`src/rtl/referencia_pkg.sv`:
```
// Shared types and default timing for the reference-angle step sequencer.
package referencia_pkg;

    // Timer width; must hold the largest of the cycle counts below.
    localparam int TW = 25;

    // Default cycle counts for a 50 MHz clock.
    localparam int DEBOUNCE_CYC_DEF = 500000;    // 10 ms
    localparam int HOLD_CYC_DEF     = 25000000;  // 0.5 s
    localparam int REPEAT_CYC_DEF   = 5000000;   // 100 ms

    typedef enum logic [2:0] {
        IDLE     = 3'd0,
        DEBOUNCE = 3'd1,
        STEP     = 3'd2,
        HOLD     = 3'd3,
        REPEAT   = 3'd4,
        RELEASE  = 3'd5
    } state_e;

    // A press is valid only when exactly one button is high.
    function automatic logic is_press(input logic su, input logic sd);
        return su ^ sd;
    endfunction

endpackage

```
`src/rtl/referencia_step_ctrl_step_timer.sv`:
```
// Loadable down-counter shared by every timed state of the step sequencer.
// done is registered and true exactly while the count equals 1, so the FSM
// can leave a state on "reaches 1" without the count ever wrapping.
module step_timer #(
    parameter int TW = 25
) (
    input  logic          clk,
    input  logic          rst,
    input  logic          load,
    input  logic [TW-1:0] load_val,
    input  logic          en,
    output logic          done
);

    logic [TW-1:0] count_q, count_d;
    logic          done_q, done_d;

    // Next count: load wins, otherwise decrement and saturate at zero.
    always_comb begin
        count_d = count_q;
        if (load) begin
            count_d = load_val;
        end else if (en && (count_q != '0)) begin
            count_d = count_q - TW'(1);
        end
        done_d = (count_d == TW'(1));
    end

    // Count and terminal-count registers.
    always_ff @(posedge clk) begin
        if (rst) begin
            count_q <= '0;
            done_q  <= 1'b0;
        end else begin
            count_q <= count_d;
            done_q  <= done_d;
        end
    end

    assign done = done_q;

endmodule

```
`src/rtl/referencia_step_ctrl.sv`:
```
// Push-button to step-command sequencer for the reference-angle counter.
// Synchronises both buttons, debounces a single press, emits one step, then
// auto-repeats while the button stays held, suppressing steps at the limits.
//
// state    | meaning
// ---------+-----------------------------------------------------------
// IDLE     | no button pressed, waiting for exactly one button
// DEBOUNCE | one button seen, waiting for it to stay stable
// STEP     | single cycle: ENA (or LIMIT_HIT) is high
// HOLD     | first step done, waiting before auto-repeat starts
// REPEAT   | auto-repeating, waiting between steps
// RELEASE  | waiting for both buttons to stay low before rearming
module referencia_step_ctrl #(
    parameter int DEBOUNCE_CYC = referencia_pkg::DEBOUNCE_CYC_DEF,
    parameter int HOLD_CYC     = referencia_pkg::HOLD_CYC_DEF,
    parameter int REPEAT_CYC   = referencia_pkg::REPEAT_CYC_DEF,
    parameter int TW           = referencia_pkg::TW
) (
    input  logic CLK,
    input  logic RST,
    input  logic BTN_UP,
    input  logic BTN_DOWN,
    input  logic LIM_OK_UP,
    input  logic LIM_OK_DOWN,
    output logic ENA,
    output logic UP,
    output logic DOWN,
    output logic LIMIT_HIT,
    output logic BUSY
);

    import referencia_pkg::*;

    localparam logic [TW-1:0] DEB_VAL = TW'(DEBOUNCE_CYC);
    localparam logic [TW-1:0] HLD_VAL = TW'(HOLD_CYC);
    localparam logic [TW-1:0] RPT_VAL = TW'(REPEAT_CYC);

    // Bit 1 carries the up button, bit 0 the down button.
    logic [1:0] sync1_q, sync1_d;
    logic [1:0] sync2_q, sync2_d;
    logic       su, sd;

    state_e     state_q, state_d;
    logic       dir_q, dir_d;       // 1 = up
    logic       rpt_q, rpt_d;       // first step already issued for this press
    logic       ena_q, ena_d;
    logic       up_q, up_d;
    logic       down_q, down_d;
    logic       lh_q, lh_d;
    logic       busy_q, busy_d;

    logic          tmr_load;
    logic [TW-1:0] tmr_val;
    logic          tmr_en;
    logic          tmr_done;

    logic       latched_btn;
    logic       other_btn;
    logic       lim_ok;
    logic       take_step;

    // Two-flop synchroniser inputs.
    always_comb begin
        sync1_d = {BTN_UP, BTN_DOWN};
        sync2_d = sync1_q;
    end

    // Synchroniser stages.
    always_ff @(posedge CLK) begin
        if (RST) begin
            sync1_q <= 2'b00;
            sync2_q <= 2'b00;
        end else begin
            sync1_q <= sync1_d;
            sync2_q <= sync2_d;
        end
    end

    assign su = sync2_q[1];
    assign sd = sync2_q[0];

    step_timer #(
        .TW (TW)
    ) u_timer (
        .clk      (CLK),
        .rst      (RST),
        .load     (tmr_load),
        .load_val (tmr_val),
        .en       (tmr_en),
        .done     (tmr_done)
    );

    // Next-state, timer control and next registered outputs.
    always_comb begin
        state_d   = state_q;
        dir_d     = dir_q;
        rpt_d     = rpt_q;
        ena_d     = 1'b0;
        up_d      = 1'b0;
        down_d    = 1'b0;
        lh_d      = 1'b0;
        tmr_load  = 1'b0;
        tmr_val   = DEB_VAL;
        tmr_en    = 1'b0;
        take_step = 1'b0;

        latched_btn = dir_q ? su : sd;
        other_btn   = dir_q ? sd : su;
        lim_ok      = dir_q ? LIM_OK_UP : LIM_OK_DOWN;

        case (state_q)
            IDLE: begin
                if (is_press(su, sd)) begin
                    dir_d    = su;
                    tmr_load = 1'b1;
                    tmr_val  = DEB_VAL;
                    state_d  = DEBOUNCE;
                end
            end
            DEBOUNCE: begin
                tmr_en = 1'b1;
                if (!latched_btn || other_btn) begin
                    state_d = IDLE;
                end else if (tmr_done) begin
                    take_step = 1'b1;
                end
            end
            STEP: begin
                tmr_load = 1'b1;
                if (!rpt_q) begin
                    tmr_val = HLD_VAL;
                    rpt_d   = 1'b1;
                    state_d = HOLD;
                end else begin
                    tmr_val = RPT_VAL;
                    state_d = REPEAT;
                end
            end
            HOLD, REPEAT: begin
                tmr_en = 1'b1;
                if (!latched_btn || other_btn) begin
                    tmr_load = 1'b1;
                    tmr_val  = DEB_VAL;
                    state_d  = RELEASE;
                end else if (tmr_done) begin
                    take_step = 1'b1;
                end
            end
            RELEASE: begin
                if (su || sd) begin
                    tmr_load = 1'b1;
                    tmr_val  = DEB_VAL;
                end else begin
                    tmr_en = 1'b1;
                    if (tmr_done) begin
                        rpt_d   = 1'b0;
                        state_d = IDLE;
                    end
                end
            end
            default: begin
                state_d = IDLE;
            end
        endcase

        // The limit flag is sampled on the same edge that enters STEP, so the
        // step outputs are decided here and land together with the state.
        if (take_step) begin
            state_d = STEP;
            if (lim_ok) begin
                ena_d  = 1'b1;
                up_d   = dir_q;
                down_d = ~dir_q;
            end else begin
                lh_d = 1'b1;
            end
        end

        busy_d = (state_d != IDLE);
    end

    // FSM state, latched direction, repeat flag and registered outputs.
    always_ff @(posedge CLK) begin
        if (RST) begin
            state_q <= IDLE;
            dir_q   <= 1'b1;
            rpt_q   <= 1'b0;
            ena_q   <= 1'b0;
            up_q    <= 1'b0;
            down_q  <= 1'b0;
            lh_q    <= 1'b0;
            busy_q  <= 1'b0;
        end else begin
            state_q <= state_d;
            dir_q   <= dir_d;
            rpt_q   <= rpt_d;
            ena_q   <= ena_d;
            up_q    <= up_d;
            down_q  <= down_d;
            lh_q    <= lh_d;
            busy_q  <= busy_d;
        end
    end

    assign ENA       = ena_q;
    assign UP        = up_q;
    assign DOWN      = down_q;
    assign LIMIT_HIT = lh_q;
    assign BUSY      = busy_q;

endmodule

```
`config.mk`:
```
export PLATFORM = sky130hd
export DESIGN_NAME = referencia_step_ctrl
export DESIGN_NICKNAME = d
export VERILOG_FILES = /design/src/rtl/referencia_pkg.sv /design/src/rtl/referencia_step_ctrl_step_timer.sv /design/src/rtl/referencia_step_ctrl.sv
export SDC_FILE = /design/constraint.sdc
export NUM_CORES = 1
export LEC_CHECK = 0
export CELL_PAD_IN_SITES_DETAIL_PLACEMENT = 1
export CELL_PAD_IN_SITES_GLOBAL_PLACEMENT = 1
export CORE_MARGIN = 8
export CORE_UTILIZATION = 41
export DETAILED_ROUTE_END_ITERATION = 8
export GPL_ROUTABILITY_DRIVEN = 0
export HOLD_SLACK_MARGIN = 0.02
export PLACE_DENSITY_LB_ADDON = 0.15
export SYNTH_ARGS = -nofsm -noshare
export SYNTH_HDL_FRONTEND = slang
export SYNTH_SLANG_ARGS = --single-unit
```
`constraint.sdc`:
```
create_clock -name CLK -period 2.5 [get_ports CLK]
set_input_delay 0.25 -clock CLK [delete_from_list [all_inputs] [get_ports CLK]]
set_output_delay 0.25 -clock CLK [all_outputs]
set_load 0.005 [all_outputs]
```
# Word level (Yosys, flattened, before mapping)
# Index checks and enable logic that the tools add are counted.
[classes]
n_addsub = 1
eq_ne = 8
muxes = 29
n_bitwise = 4
reduce_logical = 14
[ops]
columns = ["operator", "n"]
rows = [
  ["$mux W25", 4],
  ["$eq A25 B1 Y1 const B", 1],
  ["$reduce_bool A25 Y1", 1],
  ["$sub A25 B1 Y25 const B", 1],
  ["$mux W3", 7],
  ["$pmux W3 S5", 1],
  ["$mux W1", 14],
  ["$eq A3 B2 Y1 const B", 2],
  ["$eq A3 B3 Y1 const B", 2],
  ["$reduce_or A3 Y1", 2],
  ["$pmux W1 S2", 2],
  ["$pmux W1 S4", 1],
  ["$reduce_or A2 Y1", 2],
  ["$eq A3 B1 Y1 const B", 1],
  ["$logic_not A3 Y1", 1],
  ["$not A1 Y1", 3],
  ["$reduce_and A3 Y1", 1],
  ["$reduce_bool A3 Y1", 1],
  ["$logic_or A1 B1 Y1", 2],
  ["$ne A2 B1 Y1 const B", 1],
  ["$ne A2 B2 Y1 const B", 1],
  ["$reduce_and A2 Y1", 1],
  ["$reduce_bool A2 Y1", 1],
  ["$logic_and A1 B1 Y1", 1],
  ["2 further kinds", 2],
]
[word_totals]
register_bits = 40
inputBits = 6
output_inout_bits = 5
word_cells = 68

# Logic depth before layout (Yosys ltp)
# Gate-level depths: netlist of the first run.
[depth]
ltp_word = 7
depth_mapped = 10
ltp_nobuf = 9

# Modules after synthesis
# A second synthesis of the first run with hierarchy kept.
[hier_totals]
hier_cells = 302
hier_area_um2 = 2399.8
[by_module_without_submodules]
columns = ["mod", "n_inst", "cells_per_inst", "area_each_um2", "seq_area_each_um2"]
rows = [
  ["step_timer", 1, 216, 1696.6, 520.5],
  ["referencia_step_ctrl", 1, 86, 703.2, 280.3],
]

# Worst setup path before layout of the first run
# Ideal clock, no wire load.
[synth_path]
path_kind = "register -> register"
startpoint = "register u_timer.count_q[0]"
endpoint = "register u_timer.done_q, in the netlist u_timer.done"
setup_ns = 0.088
t_arrival_ns = 2.623
t_required_ns = 2.412
slack_ns = -0.210
stages_incl_launch_ff = 10
n_path_buf = 0
period_less_slack_ns = 2.710
cell_sequence = "dfxtp_1 inv_1 ha_1 nor3b_1 and4b_1 nand2_1 nor3_1 mux2_2 or4b_1 nor4_2"
[synth_between]
elab_chain_cells = 5
elab_cells_between_ends = 6
cone_classes = "add/sub: 1; eq/ne: 1; mux: 2; reduce/logical: 2"
[synth_rtl]
columns = ["item", "line", "source"]
rows = [
  ["from (decl)", "referencia_step_ctrl_step_timer.sv:15", "logic [TW-1:0] count_q, count_d;"],
  ["from (signal assigned)", "referencia_step_ctrl_step_timer.sv:35", "count_q <= count_d;"],
  ["branches (longest 2 deep; another with $sub A25 B1 Y25)", "-", ""],
  ["$mux W25 (*)", "referencia_step_ctrl_step_timer.sv:23", "end else if (en && (count_q != '0)) begin"],
  ["$mux W25 (*)", "referencia_step_ctrl_step_timer.sv:21", "if (load) begin"],
  ["$eq A25 B1 Y1 (*)", "referencia_step_ctrl_step_timer.sv:26", "done_d = (count_d == TW'(1));"],
  ["to (signal assigned)", "referencia_step_ctrl_step_timer.sv:36", "done_q <= done_d;"],
  ["to (decl)", "referencia_step_ctrl_step_timer.sv:16", "logic done_q, done_d;"],
]
# Every way passes the cells marked *.
# A chain may end at the register's enable or synchronous reset.

# Worst setup path after layout of the first run
[layout_path]
startpoint = "register u_timer.count_q[11]"
endpoint = "register u_timer.done_q, in the netlist u_timer.done"
# The elaborated chain is that of the path after synthesis.

==> flow_metrics.tcl, run 1 <==
set metrics [dict create \
    final_area_um2 2890 \
    synth_xor_area_share_pct 7.51 \
    start_kind "flip-flop" \
    tightest_slew_ns 0.531 \
    cts_tree "done" \
    syn_nets 280 \
    clk_latency_ns 0.30 \
    power_density_nw_per_um2 866 \
    rows 26 \
    grt_max_degree 23 \
    synthCells 272 \
    grt_overflow 0 \
    p_switching_uw 974 \
    synthMuxAreaShare_pct 1.41 \
    die_h_um 89.5 \
    relSlewSlack_pct 64.2 \
    clock_path_buffers 2 \
    slew_viol_final 0 \
    cp.arrival_ns 2.79 \
    period_minus_slack_ns 2.58 \
    cts_buffers 5 \
    crit_required_ns 2.71 \
    grt_use_total_pct 20.3 \
    place_area_um2 2730 \
    synthArstFlopShare_pct 0 \
    fin_crit_sh_pct 103 \
    p_leak_uw 0.00116 \
    drc 0 \
    routed_wl_um 7350 \
    ys_ff_latch 40 \
    max_freq_mhz 387 \
    netlist_area_um2 2220 \
    setup_slack_ns -0.0835 \
    die_width_um 89.5 \
    wl_per_cell_um 18.5 \
    endpoint_kind "flip-flop" \
    synth_edf_count 0 \
    clkTransAtPathRegs_ns 0.08 \
    fin_cells 397 \
    dp_cells 385 \
    ys.flop_type "dfxtp_1" \
    antenna_cells 0 \
    final_cell_mix "buf_4 (51), nor2_1 (41), dfxtp_1 (39)" \
    hp-class "reg2reg" \
    drive_gt1_share_pct 25.1 \
    total_power_uw 2500 \
    cts_sinks 40 \
    initial_core_util_pct 42.8 \
    first_pass_iters 4 \
    fin_skew_ns 0.0111 \
    dpl_worst_slack_ns -0.103 \
    grt_pass1_vias 2346 \
    status "finished, violations left" \
    cts_root_buffer "clkbuf_8" \
    vdd_drop_max_uv 399 \
    synth_top_family_by_area "simple AND/OR/NAND/NOR gates" \
    final_nets 334 \
    violations "negative setup slack" \
    dieArea_um2 8010 \
    final_common_cell "buf_4" \
    ios 11 \
    portBuffers 10 \
    top_layer_used "met4" \
    worst-path-max-fanout 4 \
    setup_violations 1 \
    area_delta_synth_final_pct 30.4 \
    synthSimpleGateAreaFrac_pct 31.2 \
    core_um2 5170 \
    vias 2244 \
    seqPwrFrac_pct 31.2 \
    via_per_inst 5.65 \
    antenna_found_initial 0 \
    antenna_left 0 \
    synth.distinct_cells 49 \
    swShare_pct 38.9 \
    yosysSeqAreaShare_pct 36.1 \
    pwr-share-comb_pct 50.2 \
    cap_viol_max_count 0 \
    path_class "reg2reg" \
    synth_compound_area_share_pct 18.8 \
    hold_viol_final 0 \
    yosys_warnings 0 \
    wl_met3_um 224 \
    hpwl_um 5420 \
    grt_pass1_wl_um 12300 \
    initialDrtViolationCount 138 \
    synthAdderAreaFrac_pct 1.13 \
    dr_wl_met2_um 3590 \
    p_int_uw 1530 \
    hold_buffers 0 \
    finalSetupTns_ns -0.0835 \
    htree_levels 2 \
    wl_met1_um 3430 \
    rsz0062_at_grt "yes" \
    avgSynthCellArea_um2 8.15 \
    p_clk_share_pct 18.5 \
]
==> synthesized netlist by cell type, types with 2 or more instances <==
master     instances  area share, %
a211oi_1           4            1.4
a211o_1            2           0.79
or4_1              5            1.7
xor2_1             9            3.6
nor3_1            10            2.3
o21a_1             2           0.68
o2111ai_1          4            1.6
nand2_1           15            2.5
mux2i_1            2           0.90
and4b_1            2           0.90
o311ai_0           2           0.79
ha_1               2            1.1
nor4_1             8            2.3
and3_1             2           0.56
nor2b_1            9            2.5
nand3_1            3           0.68
nand2b_1           8            2.3
a21oi_1           20            4.5
a31oi_1            2           0.56
nor4_2             2            1.1
a221oi_1           3            1.2
nand4_1            4            1.1
o21ba_2            2           0.90
dfxtp_1           40             36
nor3b_1            3            1.0
o211ai_1           3            1.0
clkbuf_1          14            2.4
nor2_1            41            6.9
xnor2_1           10            4.0
o21ai_0            7            1.6
o22ai_1            2           0.56
inv_1              7            1.2
or3_1              7            2.0
==> power by group through the flow <==
| stage | Combinational (uW) | Clock [uW] | Sequential (uW) |
|---|---|---|---|
| global placement | 1130 | 0 | 785 |
| detailed placement | 1160 | 0 | 788 |
| finish | 1260 | 464 | 782 |
| global route | 1360 | 495 | 789 |
| CTS | 1210 | 476 | 778 |
| floorplan | 667 | 0 | 772 |
==> timing repair <==
item,in CTS,in global routing
buffers inserted,2,2
gates resized for setup,7,2
pin swaps,5,0
gates cloned,0,0
setup endpoints to repair,2,3
==> worst max-delay path: stages (launching register included) <==
cell and delay, ns:
dfxtp_1 0.33, or4_4 0.55, and4b_1 0.29, buf_4 0.13, nand4_1 0.12, xor2_1 0.22, nor4b_2 0.22, or4b_1 0.47
nor4_2 0.16
==> worst paths after layout <==
path                                           from           end  slack, ns  cells after the start
worst max-delay path            u_timer.count_q[11]  u_timer.done      -0.08                      8
worst min-delay path                     sync1_q[1]    sync2_q[1]       0.46                      1
worst max register to register  u_timer.count_q[11]  u_timer.done      -0.08                      8
worst min register to register           sync1_q[1]    sync2_q[1]       0.46                      1
==> per-stage QoR <==
| step | utilization, % | hold WS [ns] |
|---|---|---|
| after floorplan | - | 0.365 |
| after global placement | 52.7 | 0.417 |
| after detailed placement | 52.7 | 0.449 |
| after CTS | 55.5 | 0.465 |
| after global routing | 55.9 | 0.487 |
| final | 55.9 | 0.462 |
==> sequential cells by signal, summed over array words and instances, names as in the netlist <==
name,count
u_timer.count_q,25
state_q,3
sync1_q,2
sync2_q,2
BUSY,1
DOWN,1
ENA,1
LIMIT_HIT,1
UP,1
dir_q,1
rpt_q,1
u_timer.done,1
==> layer usage <==
metal  vias to the layer above  GRT usage [%]
met3                        11           3.49
li1                       1090              -
met1                      1103           25.6
met2                        40           34.1
met4                         0           6.19
met5                         -              0
==> area by class of cell <==
| class | count | area (um2) |
|---|---|---|
| clock buffer | 6 | 82.6 |
| clock inverter | 2 | 10.0 |
| fill | 626 | 2280 |
| inverter | 7 | 26.3 |
| multi-input combinational | 210 | 1390 |
| sequential | 40 | 802 |
| tap | 70 | 87.6 |
| timing repair buffer | 62 | 494 |
==> cell families (layout without fill, tap and decap cells) <==
kind of cell | after synthesis | in the layout
and+or+nand+nor | 125 | 125
muxes | 3 | 3
adders and majority gates | 2 | 2
DFF | 40 | 40
AOI/OAI and AO/OA | 61 | 61
xor gates and xnor gates | 19 | 19
buffers and inverters | 22 | 77
(Power assumes the default switching activity.)
==> inputs of run 2 (changes only) <==
Settings changed: CELL_PAD_IN_SITES_DETAIL_PLACEMENT 1 to unset, CELL_PAD_IN_SITES_GLOBAL_PLACEMENT 1 to unset, CORE_UTILIZATION 41 to 54.
==> flow_metrics.tcl, run 2 (same netlist as run 1, synthesis figures left out) <==
set metrics [dict create \
    clkTransAtPathRegs_ns 0.07 \
    grt_pass1_wl_um 9850 \
    setup_slack_ns -0.0476 \
    period_minus_slack_ns 2.55 \
    fin_crit_sh_pct 102 \
    power_density_nw_per_um2 823 \
    grt_max_degree 23 \
    final_cell_mix "nor2_1 (41), buf_4 (38), dfxtp_1 (37)" \
    cts_buffers 5 \
    violations "negative setup slack" \
    top_regs "u_timer.count_q x25, state_q x3" \
    critPathMaxStageDelay_ns 0.50 \
    worst-path-buf-inv 2 \
    cp_cell_sequence "inv_1, ha_1, nor3b_4, buf_4, nand4b_4, o21a_4, mux2i_1, nor4b_2, or4b_4, nor4_2" \
    via_per_inst 5.89 \
    antenna_cells 0 \
    vias 2132 \
    path_class "reg2reg" \
    die_width_um 80.1 \
    cts_root_buffer "clkbuf_8" \
    rsz0062_at_grt "yes" \
    slew_viol_final 0 \
    p_leak_uw 0.00109 \
    hp-class "reg2reg" \
    drc 0 \
    hpwl_um 4170 \
    cts_sinks 40 \
    crit_required_ns 2.70 \
    setup_violations 1 \
    cp_slowest_cell "or4b_4" \
    antenna_left 0 \
    vdd_drop_max_uv 664 \
    fin_skew_ns 0.00634 \
    relSlewSlack_pct 70.3 \
    initial_core_util_pct 55.8 \
    final_area_um2 2780 \
    routed_wl_um 5750 \
    antenna_found_initial 0 \
    cts_tree "done" \
    clock_path_buffers 2 \
    rows 23 \
    final_util_pct 70.1 \
    largest_reg_flops 25 \
    hold_viol_final 0 \
    cp.arrival_ns 2.75 \
    crit_family "simple AND/OR/NAND/NOR gates" \
    clk_latency_ns 0.29 \
    cap_viol_max_count 0 \
    htree_levels 2 \
    place_area_um2 2620 \
    drive_gt1_share_pct 23.4 \
    die_h_um 80.1 \
    core_um2 3970 \
    final_common_cell "nor2_1" \
    grt_overflow 0 \
    dieArea_um2 6410 \
    hold_buffers 0 \
    worst-path-max-fanout 7 \
    first_pass_iters 4 \
    start_kind "flip-flop" \
    max_freq_mhz 393 \
    initialDrtViolationCount 173 \
    status "finished, violations left" \
    grt_use_total_pct 19.4 \
    top_register "u_timer.count_q" \
    wl_per_cell_um 15.9 \
    tightest_slew_ns 0.445 \
    portBuffers 10 \
    area_delta_synth_final_pct 25.6 \
    final_nets 320 \
    endpoint_kind "flip-flop" \
    grt_pass1_vias 1990 \
    ios 11 \
]
## run 2: worst paths after layout
check / start / end / slack, ns / cells after the start
max reg2reg: u_timer.count_q[0] / u_timer.done / -0.05 / 10
max: u_timer.count_q[0] / u_timer.done / -0.05 / 10
min: sync1_q[1] / sync2_q[1] / 0.43 / 1
min reg2reg: sync1_q[1] / sync2_q[1] / 0.43 / 1
## run 2: layer usage
metal,global-route usage (%),vias up,part of all wire (%)
met5,0,-,0
met2,30.0,53,48
li1,-,1065,-
met4,9.45,0,1.9
met1,25.1,1002,45
met3,3.91,12,4.4
## run 2: repair_timing
item,in CTS,in global routing
resized for setup,8,11
setup endpoints to repair,1,1
pin swaps,1,5
setup buffers,0,1
## run 2: final cells by class
type,count,area [um2]
Fill cell,348,1190
Timing Repair Buffer,48,385
Sequential cell,40,805
Clock inverter,1,5.00
Multi-Input combinational cell,210,1430
Clock buffer,6,72.6
Tap cell,50,62.6
Inverter,7,26.3
## run 2: power by group
part           internal [uW]  switching [uW]
Sequential               706            78.9
Clock                    190             214
Combinational            524             578
Total                   1420             870
## run 2: through the flow
stage | setup TNS (ns) | setup WS [ns] | cells | total power [uW] | hold slack, ns
2_1_floorplan | -0.0408 | -0.0408 | 272 | 1440 | 0.365
3_3_place_gp | -0.0453 | -0.0453 | 354 | 1790 | 0.417
3_5_place_dp | -0.0977 | -0.0977 | 354 | 1800 | 0.421
4_1_cts | 0 | 0.00595 | 361 | 2240 | 0.438
5_1_grt | -0.169 | -0.169 | 362 | 2440 | 0.450
6_report | -0.0476 | -0.0476 | 362 | 2290 | 0.434
